$ cat src/rtl/gf_pkg.sv
// GF(2^8) arithmetic and Reed-Solomon code constants.
//
// Shared by the RS encoder. Holds the code geometry (symbol width, codeword
// and message lengths, number of parity roots, first consecutive root), a
// generic GF multiplier, and the monic generator polynomial
//   g(x) = prod_{i=0}^{ROOTS_NUM-1} (x - alpha^(FIRST_ROOT+i))
// computed at elaboration time. GEN_POLY[k] is the coefficient of x^k,
// so GEN_POLY[ROOTS_NUM] is always 1.
package gf_pkg;

    localparam int SYMB_WIDTH = 8;
    localparam int N_LEN      = 64;
    localparam int ROOTS_NUM  = 8;
    localparam int FIRST_ROOT = 0;
    localparam int K_LEN      = N_LEN - ROOTS_NUM;

    // x^8 + x^4 + x^3 + x^2 + 1, alpha = 0x02 is primitive
    localparam logic [SYMB_WIDTH:0] PRIM_POLY = 9'h11D;

    localparam int SYM_CNT_W = $clog2(K_LEN);
    localparam int PAR_CNT_W = $clog2(ROOTS_NUM);

    typedef logic [SYMB_WIDTH-1:0]              symb_t;
    typedef logic [ROOTS_NUM:0][SYMB_WIDTH-1:0] gen_poly_t;

    // Shift-and-add multiply; with one operand constant this collapses to
    // a fixed XOR network.
    function automatic symb_t gf_mult(input symb_t a, input symb_t b);
        symb_t prod;
        symb_t acc;
        prod = '0;
        acc  = a;
        for (int i = 0; i < SYMB_WIDTH; i++) begin
            if (b[i]) begin
                prod = prod ^ acc;
            end
            if (acc[SYMB_WIDTH-1]) begin
                acc = (acc << 1) ^ PRIM_POLY[SYMB_WIDTH-1:0];
            end else begin
                acc = acc << 1;
            end
        end
        return prod;
    endfunction

    function automatic symb_t gf_alpha_pow(input int n);
        symb_t p;
        p = symb_t'(1);
        for (int i = 0; i < n; i++) begin
            p = gf_mult(p, symb_t'(2));
        end
        return p;
    endfunction

    // Multiply out (x + root_i) one factor at a time.
    function automatic gen_poly_t calc_gen_poly(input int first_root);
        gen_poly_t g;
        symb_t     root;
        g    = '0;
        g[0] = symb_t'(1);
        for (int i = 0; i < ROOTS_NUM; i++) begin
            root = gf_alpha_pow(first_root + i);
            for (int j = ROOTS_NUM; j > 0; j--) begin
                g[j] = g[j-1] ^ gf_mult(g[j], root);
            end
            g[0] = gf_mult(g[0], root);
        end
        return g;
    endfunction

    localparam gen_poly_t GEN_POLY = calc_gen_poly(FIRST_ROOT);

endpackage

$ cat src/rtl/rs_encoder.sv
// Systematic Reed-Solomon encoder, RS(N_LEN, K_LEN) over GF(2^8).
//
// Streams K_LEN message symbols through unchanged, then appends ROOTS_NUM
// parity symbols (remainder of m(x)*x^ROOTS_NUM mod g(x)), highest degree
// first. Framing is by symbol count; s_tlast is only checked.
//
// Ports
//   aclk, aresetn          clock, asynchronous active-low reset
//   s_tdata/s_tvalid/
//   s_tlast/s_tready       message symbol input (AXI-Stream style)
//   m_tdata/m_tvalid/
//   m_tlast/m_tready       codeword output, single register stage
//   irq_frame_len          one-cycle pulse when s_tlast disagrees with count
module rs_encoder
    import gf_pkg::*;
(
    input  logic                  aclk,
    input  logic                  aresetn,
    input  logic [SYMB_WIDTH-1:0] s_tdata,
    input  logic                  s_tvalid,
    input  logic                  s_tlast,
    output logic                  s_tready,
    output logic [SYMB_WIDTH-1:0] m_tdata,
    output logic                  m_tvalid,
    input  logic                  m_tready,
    output logic                  m_tlast,
    output logic                  irq_frame_len
);

    typedef enum logic {ST_DATA, ST_PARITY} state_t;

    state_t                                 state;
    state_t                                 state_nxt;
    logic [SYM_CNT_W-1:0]                   sym_cnt;
    logic [PAR_CNT_W-1:0]                   par_cnt;
    logic [ROOTS_NUM-1:0][SYMB_WIDTH-1:0]   rem;
    logic [ROOTS_NUM-1:0][SYMB_WIDTH-1:0]   rem_nxt;
    logic                                   out_free;
    logic                                   accept;
    logic                                   par_load;
    logic                                   last_sym;
    logic                                   last_par;
    symb_t                                  fb;

    // The output register can take a new symbol when empty or draining.
    assign out_free = ~m_tvalid | m_tready;
    assign s_tready = (state == ST_DATA) & out_free;
    assign accept   = s_tvalid & s_tready;
    assign par_load = (state == ST_PARITY) & out_free;
    assign last_sym = (sym_cnt == SYM_CNT_W'(K_LEN - 1));
    assign last_par = (par_cnt == PAR_CNT_W'(ROOTS_NUM - 1));
    assign fb       = s_tdata ^ rem[ROOTS_NUM-1];

    always_comb begin
        state_nxt = state;
        case (state)
            ST_DATA:   if (accept && last_sym)   state_nxt = ST_PARITY;
            ST_PARITY: if (par_load && last_par) state_nxt = ST_DATA;
        endcase
    end

    // Division LFSR while taking message symbols; plain shift register while
    // unloading parity, so it is back to all-zero after the last parity.
    always_comb begin
        rem_nxt = rem;
        if (accept) begin
            rem_nxt[0] = gf_mult(fb, GEN_POLY[0]);
            for (int i = 1; i < ROOTS_NUM; i++) begin
                rem_nxt[i] = rem[i-1] ^ gf_mult(fb, GEN_POLY[i]);
            end
        end else if (par_load) begin
            rem_nxt[0] = '0;
            for (int i = 1; i < ROOTS_NUM; i++) begin
                rem_nxt[i] = rem[i-1];
            end
        end
    end

    always_ff @(posedge aclk or negedge aresetn) begin
        if (!aresetn) begin
            state <= ST_DATA;
            rem   <= '0;
        end else begin
            state <= state_nxt;
            rem   <= rem_nxt;
        end
    end

    always_ff @(posedge aclk or negedge aresetn) begin
        if (!aresetn) begin
            sym_cnt       <= '0;
            par_cnt       <= '0;
            irq_frame_len <= 1'b0;
        end else begin
            irq_frame_len <= 1'b0;
            if (accept) begin
                sym_cnt       <= last_sym ? '0 : sym_cnt + SYM_CNT_W'(1);
                irq_frame_len <= (s_tlast != last_sym);
            end
            if (par_load) begin
                par_cnt <= last_par ? '0 : par_cnt + PAR_CNT_W'(1);
            end
        end
    end

    // Output register: message symbols pass through, then parity from the
    // top of the remainder. Held unchanged while stalled.
    always_ff @(posedge aclk or negedge aresetn) begin
        if (!aresetn) begin
            m_tdata  <= '0;
            m_tvalid <= 1'b0;
            m_tlast  <= 1'b0;
        end else if (accept) begin
            m_tdata  <= s_tdata;
            m_tvalid <= 1'b1;
            m_tlast  <= 1'b0;
        end else if (par_load) begin
            m_tdata  <= rem[ROOTS_NUM-1];
            m_tvalid <= 1'b1;
            m_tlast  <= last_par;
        end else if (m_tready) begin
            m_tvalid <= 1'b0;
            m_tlast  <= 1'b0;
        end
    end

endmodule
$ cat config.mk
export PLATFORM = sky130hd
export DESIGN_NAME = rs_encoder
export DESIGN_NICKNAME = d
export VERILOG_FILES = /design/src/rtl/gf_pkg.sv /design/src/rtl/rs_encoder.sv
export SDC_FILE = /design/constraint.sdc
export NUM_CORES = 1
export LEC_CHECK = 0
export ABC_AREA = 1
export CAP_MARGIN = 20
export CELL_PAD_IN_SITES_DETAIL_PLACEMENT = 1
export CELL_PAD_IN_SITES_GLOBAL_PLACEMENT = 1
export CORE_ASPECT_RATIO = 1.25
export CORE_MARGIN = 2
export CORE_UTILIZATION = 32
export CTS_CLUSTER_SIZE = 25
export DETAILED_ROUTE_END_ITERATION = 7
export PLACE_DENSITY_LB_ADDON = 0.08
export SLEW_MARGIN = 20
export SYNTH_ARGS = -nofsm -noshare
export SYNTH_HDL_FRONTEND = slang
export SYNTH_SLANG_ARGS = --single-unit
export TNS_END_PERCENT = 20
$ cat constraint.sdc
create_clock -name aclk -period 3.85 [get_ports aclk]
set_input_delay 1.155 -clock aclk [delete_from_list [all_inputs] [get_ports aclk]]
set_output_delay 1.155 -clock aclk [all_outputs]
set_load 0.01 [all_outputs]
Yosys cells after proc, flatten, opt, wreduce, memory -nomap -nowiden
Cells that the tools add are included.
Word-level totals
  bits in registers: 85
  input port bits: 13
Cells by class
  $add $sub $neg: 2
  equal/unequal tests: 3
  muxes and demuxes: 54
  bitwise logic cells: 44
  reductions and logical operators: 4
Operators with widths (number)
  $mux 8: 34
  $xor 8x8->8: 31
  $mux 64: 2
  $mux 5: 7
  $not 4->4: 7
  $mux 1: 8
  $add 6x1->6 const B: 1
  $eq 6x6->1 const B: 1
  $mux 6: 1
  $add 3x1->3 const B: 1
  $and 1x1->1: 3
  $eq 3x3->1 const B: 1
  $mux 3: 1
  $reduce_bool 3->1: 1
  $logic_and 1x1->1: 2
  $not 1->1: 2
  $pmux 1 s2: 1
  $reduce_bool 2->1: 1
  $ne 1x1->1: 1
  $or 1x1->1: 1

Logic depth before layout (Yosys ltp)
Gate-level depths: netlist of run 1.
  word-level depth: 27
  mapped depth: 19
  depth with buffers taken out: 19

Least setup slack after synthesis of run 1
Ideal clock, no wire load.
  path kind: input to register
  start point: input s_tdata[6]
  end point: register rem[57] (netlist bit)
  setup time: 134 ps
  arrival: 2531 ps
  data required time: 3716 ps
  slack: 1185 ps
  stages on the path: 12
  buffers on the path: 0
  cells stage by stage: inv_1 -> nand2_1 -> nand2_2 -> nand2_1 -> nand2_2 -> xor2_1 -> xor2_1 -> or2_2 -> nand3_1 -> nand2_1 -> nand3_1 -> o21ai_0
On the way
  word-level cells in the longest chain between the ends: 18
Ends and longest elaborated chain
  start: declaration: RTL line rs_encoder.sv:19  | input logic [SYMB_WIDTH-1:0] s_tdata,
  $xor 8x8->8 *: RTL line rs_encoder.sv:52  | assign fb = s_tdata ^ rem[ROOTS_NUM-1];
  $mux 8 *: RTL line rs_encoder.sv:66  | if (accept) begin
  $mux 5 *: RTL line gf_pkg.sv:37  | if (acc[SYMB_WIDTH-1]) begin
  $mux 8 *: RTL line rs_encoder.sv:66
  $mux 5: RTL line gf_pkg.sv:37
  $mux 8 *: RTL line rs_encoder.sv:66
  $xor 8x8->8: RTL line gf_pkg.sv:35  | prod = prod ^ acc;
  $mux 8: RTL line rs_encoder.sv:66
  [2 not listed]
  $xor 8x8->8: RTL line gf_pkg.sv:35
  $mux 8: RTL line rs_encoder.sv:66
  $xor 8x8->8: RTL line gf_pkg.sv:35
  $mux 8: RTL line rs_encoder.sv:66
  $xor 8x8->8 *: RTL line gf_pkg.sv:35
  $mux 8 *: RTL line rs_encoder.sv:66
  $xor 8x8->8 *: RTL line rs_encoder.sv:69  | rem_nxt[i] = rem[i-1] ^ gf_mult(fb, GEN_POLY[i]);
  $mux 64 *: RTL line rs_encoder.sv:66
  end signal: assignment: RTL line rs_encoder.sv:85  | rem <= rem_nxt;
  end: declaration: RTL line rs_encoder.sv:36  | logic [ROOTS_NUM-1:0][SYMB_WIDTH-1:0] rem;
Every way passes the cells marked *; elsewhere a longest branch is shown, timed or not. The select of a mux whose other input is x is not followed.
A chain may end at the register's enable or synchronous reset.

Worst setup path in the final report of run 1
  start point: input m_tready
  end point: output s_tready
On the way
  word-level cells in the longest chain between the ends: 2
Ends and longest elaborated chain
  start: declaration: RTL line rs_encoder.sv:25  | input logic m_tready,
  $or 1x1->1: RTL line rs_encoder.sv:46  | assign out_free = ~m_tvalid | m_tready;
  $and 1x1->1: RTL line rs_encoder.sv:47  | assign s_tready = (state == ST_DATA) & out_free;
  end: declaration: RTL line rs_encoder.sv:22  | output logic s_tready,
No other way between the ends.

==> impl_metrics.yaml, run 1 <==
status:
  outcome: "completed"
sta:
  worst_hold_slack_ns: 0.492
  fin_ws_ns: 0.281
  finClkSkew_ns: 0.0109
  slew_headroom: 0.628
  final-setup-viol-count: 0
  layout_min_cycle_time_ns: 3.57
  finalCritPeriodShare: 0.927
  hold_viol_final: 0
  max_freq_mhz: 280
  worst_pin_slew_ns: 0.557
  grt_setup_unrepaired: "false"
  fin_tns_setup_ns: 0
  maxSlewViolCount: 0
clocking:
  h-tree-depth: 3
  numCtsBuffers: 9
  clock_sinks: 85
  holdBufCountCts: 0
  clock_latency_ns: 0.36
  cts_tree: "yes"
  cts_buffer_depth: 2
  cts.clk_slew.worst_paths_ns: 0.07
  post_cts_resized: 0
  postCtsSetupRepairBufs: 0
  clockRootBuffer: "clkbuf_16"
placement:
  port_buffers: 24
  place_congestion: 0.893
  preCtsSetupSlack_ns: 0.140
  dp_cells: 987
  place_hpwl_mm: 12.8
layout:
  fin_nets: 794
  layout-drive-gt1-share: 0.107
  fill_cells: 2091
  areaGrowthSynthToFinish_pct: 17.5
  post-route-util: 0.382
  multi_input_area_um2: 3000
  register_area_um2: 2130
  final_common_cell: "nand2_1"
  final_cell_mix: "281 x nand2_1, 85 x dfrtp_1, 72 x nand3_1"
  antennaDiodeCount: 0
  layoutNonFillerInstCount: 1003
power_and_ir_drop:
  ir_worst_vdd_uv: 292
  power_density_nw_per_um2: 1090
  leakage_nw: 3.06
routing:
  drt_first_pass_iters: 4
  vias: 5037
  wire_per_inst_um: 17.4
  via_per_inst: 5.02
  drc: 0
  wl_mm: 17.4
  postRouteAntennaNets: 0
  drt_iter0_markers: 266
synth:
  synth-edff-count: 0
  synth_area_um2: 5430
  synth_cell_types: 36
  seq_area_frac_synth: 0.392
  syn-instance-count: 740
  ys_ff_latch: 85
  synth_ff_type: "dfrtp_1"
  synth_area_per_cell_um2: 7.34
  synthArstFlopShare: 1.00
  synth_nets: 756
  ys_warn_count: 0
global_routing:
  grt_max_degree: 82
  antenna_found_initial: 0
  track_usage: 0.204
  overflow: 0
  grt_pass1_vias: 5136
  grt_pass1_wl_mm: 28.1
setup_path:
  crit_path_start_kind: "input port"
  critPathArrivalTime_ns: 2.41
  required_ns: 2.69
  regToRegStartpoint: "rem[63]$_DFFE_PN0P_"
  crit_fanout: 3
  endpoint_kind: "output port"
  crit_type: "in2out"
  cp-startpoint: "m_tready"
floorplanning:
  dieArea_um2: 18000
  die_height_um: 150
  initial_utilization: 0.325
  fp.dieW_um: 121
  core_um2: 16700
  row_count: 53
  ios: 25
min_path:
  hold_start: "m_tdata[5]$_DFFE_PN0P_"
  hp-class: "reg2reg"
flow_run:
  cap_violations: 0
[metrics by stage]
step           power, mW  instance area, um^2
2_1_floorplan       4.63                 5430
4_1_cts             7.07                 6380
3_3_place_gp        5.99                 6080
6_report            6.96                 6380
3_5_place_dp        6.11                 6080
5_1_grt             7.66                 6380
[worst paths after layout]
| check | to | slack (ns) | cells past startpoint |
|---|---|---|---|
| max in group asynchronous | rem[42]$_DFFE_PN0P_ | 2.54 | 2 |
| hold / removal | m_tdata[5]$_DFFE_PN0P_ | 0.49 | 2 |
| setup reg to reg | rem[60]$_DFFE_PN0P_ | 1.34 | 16 |
| min in group asynchronous | par_cnt[0]$_DFFE_PN0P_ | 0.59 | 1 |
| setup / recovery | s_tready | 0.28 | 6 |
| hold reg to reg | m_tdata[5]$_DFFE_PN0P_ | 0.49 | 2 |
[state kept, by name, indices dropped and copies added (netlist names)]
signal	count
m_tlast	1
sym_cnt	6
par_cnt	3
m_tdata	8
state	1
m_tvalid	1
rem	64
irq_frame_len	1
[area by class of cell]
type | instances | area share
Multi-Input combinational cell | 574 | 0.470
Sequential cell | 85 | 0.333
Timing Repair Buffer | 51 | 0.0729
Tap cell | 220 | 0.0431
Clock buffer | 11 | 0.0380
Inverter | 57 | 0.0335
Clock inverter | 5 | 0.00941
[power breakdown]
group | leakage (nW) | switching (mW) | internal, mW
Sequential | 1.04 | 0.337 | 1.35
Clock | 0.146 | 0.385 | 0.522
Combinational | 1.87 | 2.82 | 1.55
[cell usage after synthesis, types with 3 or more instances]
| library cell | number | area, um^2 |
|---|---|---|
| nand2_4 | 3 | 33.8 |
| o311ai_0 | 3 | 26.3 |
| nor2_1 | 14 | 52.6 |
| dfrtp_1 | 85 | 2130 |
| inv_1 | 45 | 169 |
| a21oi_1 | 14 | 70.1 |
| o211ai_1 | 18 | 135 |
| nand2_2 | 15 | 93.8 |
| clkbuf_1 | 17 | 63.8 |
| ha_1 | 3 | 37.5 |
| o221ai_1 | 7 | 61.3 |
| xor2_1 | 48 | 420 |
| nand3_1 | 72 | 360 |
| o21ai_0 | 44 | 220 |
| nor3_1 | 6 | 30.0 |
| xnor2_1 | 8 | 70.1 |
| or2_2 | 3 | 18.8 |
| buf_2 | 4 | 20.0 |
| inv_2 | 11 | 41.3 |
| nand3b_1 | 4 | 30.0 |
| nand4_1 | 7 | 43.8 |
| nand2_1 | 281 | 1050 |
| o21ai_1 | 10 | 50.1 |
[metal layers]
layer / share of wire / track usage / up-vias
li1: - / - / 2486
met3: 0.026 / 0.0373 / 20
met1: 0.45 / 0.255 / 2475
met4: 0.016 / 0.0576 / 0
met5: 0 / 0 / -
met2: 0.51 / 0.357 / 56
[cells by family after synthesis]
family,Yosys count,synth area share
simple gates,408,0.320
compound gates,101,0.112
flops,85,0.392
buf+inv,81,0.0576
xor+xnor,61,0.109
fa+ha+maj,3,0.00691
mux,1,0.00184
[critical path: stages]
cell and delay [ns]:
clkdlybuf4s50_1 0.45, inv_1 0.05, nand2_1 0.10, nand2_1 0.07, inv_2 0.05, clkdlybuf4s50_1 0.53
(Power assumes the default switching activity.)
==> run 2: changes to the inputs <==
ABC_AREA = not set   (was 1)
CAP_MARGIN = 15   (was 20)
==> run 2 against run 1 <==
Wire length decreased by 13%. Worst hold slack got worse by 0.019 ns. Register-to-register slack improved by 0.12 ns. Global-route usage decreased by 1.2 points. Via count decreased by 22%. Maximum frequency decreased by 2.3%.
==> impl_metrics.yaml, run 2 <==
layout:
  antennaDiodeCount: 0
  final_common_cell: "dfrtp_1"
  layout-drive-gt1-share: 0.139
  top_regs: "rem x64, m_tdata x8, sym_cnt x6"
  areaGrowthSynthToFinish_pct: 18.9
  final_cell_mix: "85 x dfrtp_1, 48 x nor2_1, 37 x xnor2_1"
  largest_register_ff_count: 64
  fin_nets: 540
  max_flop_register: "rem"
flow_run:
  cap_violations: 0
clocking:
  numCtsBuffers: 9
  holdBufCountCts: 0
  postCtsSetupRepairBufs: 0
  clockRootBuffer: "clkbuf_16"
  cts.clk_slew.worst_paths_ns: 0.06
  cts_tree: "yes"
  clock_sinks: 85
  post_cts_resized: 0
  cts_buffer_depth: 2
  h-tree-depth: 3
  clock_latency_ns: 0.35
placement:
  port_buffers: 24
  place_congestion: 0.778
  place_hpwl_mm: 10.6
synth:
  synth_area_per_cell_um2: 10.5
  seq_area_frac_synth: 0.416
  ys_warn_count: 0
  yosys.cell_count.top_type: "dfrtp_1"
  synthArstFlopShare: 1.00
  syn-instance-count: 488
  yosys.area.top_type: "dfrtp_1"
  synth-edff-count: 0
  synth_area_leaders: "dfrtp_1 42%, xnor3_1 7.9%, xnor2_1 6.5%, xnor2_2 3.8%, nor2_1 3.7%"
  synth_cell_types: 49
  synth_nets: 504
  ys_ff_latch: 85
  synth_area_um2: 5110
  synth_common_cells: "85 x dfrtp_1, 50 x nor2_1, 38 x xnor2_1, 36 x o21ai_0, 27 x nand2_1"
  synth_ff_type: "dfrtp_1"
  synth_top_area_frac: 0.416
floorplanning:
  dieArea_um2: 17000
  fp.dieW_um: 117
  core_um2: 15600
  die_height_um: 145
  ios: 25
  initial_utilization: 0.327
  row_count: 51
setup_path:
  crit-reg2reg-capture: "rem[51]$_DFFE_PN0P_"
  regToRegStartpoint: "rem[56]$_DFFE_PN0P_"
  slowest_stage: "clkdlybuf4s50_1"
  cp-endpoint: "s_tready"
  endpoint_kind: "output port"
  cp-startpoint: "m_tready"
  critPathArrivalTime_ns: 2.50
  r2r_slack_ns: 1.46
  crit_fanout: 4
  crit_chain: "clkdlybuf4s50_1 > nor2b_1 > nor2_1 > clkdlybuf4s50_1"
  critPathMostFrequentCell: "clkdlybuf4s50_1"
  path_buf_inv: 2
  r2r_cells: 6
  crit_type: "in2out"
  crit_path_start_kind: "input port"
  crit_cells: 4
  crit_family: "buffers and inverters"
  required_ns: 2.69
  slowest_delay_ns: 0.48
routing:
  wl_met2_mm: 7.61
  wl_met1_mm: 6.87
  wire_per_inst_um: 20.5
  drt_first_pass_iters: 4
  vias: 3905
  maxUsedRoutingLayer: "met4"
  drt_iter0_markers: 197
  wl_mm: 15.2
  via_per_inst: 5.28
  wl_met3_um: 350
  drc: 0
  postRouteAntennaNets: 0
sta:
  worst_pin_slew_ns: 0.794
  grt_setup_unrepaired: "false"
  finalCritPeriodShare: 0.949
  finClkSkew_ns: 0.00901
  hold_viol_final: 0
  maxSlewViolCount: 0
  slew_headroom: 0.468
  fin_tns_setup_ns: 0
  final-setup-viol-count: 0
  max_freq_mhz: 274
  layout_min_cycle_time_ns: 3.65
status:
  outcome: "completed"
global_routing:
  overflow: 0
  grt_max_degree: 57
  grt_pass1_wl_mm: 24.5
  antenna_found_initial: 0
  track_usage: 0.192
  grt_pass1_vias: 4203
min_path:
  hp-class: "reg2reg"
run 2: worst min path at each step:
| stage | from | to | slack (ns) | cells after the start |
|---|---|---|---|---|
| 3_5_place_dp | rem[12]$_DFFE_PN0P_ | rem[20]$_DFFE_PN0P_ | 0.46 | 1 |
| 6_report | rem[12]$_DFFE_PN0P_ | rem[20]$_DFFE_PN0P_ | 0.47 | 1 |
| 3_3_place_gp | rem[12]$_DFFE_PN0P_ | rem[20]$_DFFE_PN0P_ | 0.46 | 1 |
| 4_1_cts | rem[12]$_DFFE_PN0P_ | rem[20]$_DFFE_PN0P_ | 0.47 | 1 |
| 2_1_floorplan | par_cnt[1]$_DFFE_PN0P_ | par_cnt[1]$_DFFE_PN0P_ | 0.44 | 2 |
| 5_1_grt | rem[12]$_DFFE_PN0P_ | rem[20]$_DFFE_PN0P_ | 0.49 | 1 |
run 2: area by class of cell:
type / instances / area, um^2
Clock buffer: 11 / 233
Clock inverter: 3 / 15.0
Fill cell: 1734 / 9550
Inverter: 13 / 48.8
Multi-Input combinational cell: 359 / 2850
Sequential cell: 85 / 2130
Tap cell: 212 / 265
Timing Repair Buffer: 56 / 541
run 2: metal layers:
layer / GRT usage / vias to the layer above
li1: - / 1835
met1: 0.256 / 2006
met2: 0.318 / 47
met3: 0.0229 / 17
met4: 0.0688 / 0
met5: 0 / -
run 2: cell families (layout without fill, tap and decap cells):
logic type,count (synthesis),after routing,synth area share
adder cells (fa/ha/maj),3,3,0.00734
XOR/XNOR,83,83,0.234
multiplexers,5,5,0.0103
flip-flops,85,85,0.416
AO/OA/AOI/OAI,136,136,0.181
buffers and inverters,44,83,0.0333
AND/OR/NAND/NOR,132,132,0.118
run 2: per-stage QoR:
step | cell area [um^2] | cells | worst slack, ns | hold WS, ns | util
detailed placement | 5830 | 725 | 0.186 | 0.462 | 0.373
global placement | 5830 | 725 | 0.223 | 0.456 | 0.373
global route | 6080 | 739 | 0.138 | 0.490 | 0.389
CTS | 6080 | 739 | 0.186 | 0.472 | 0.389
finish | 6080 | 739 | 0.198 | 0.473 | 0.389
floorplan | 5110 | 488 | 1.02 | 0.443 | -
Power of run 2 is left out: the tool's default activity adds up to more than one toggle a clock period on the data nets, which glitch-free logic cannot reach.
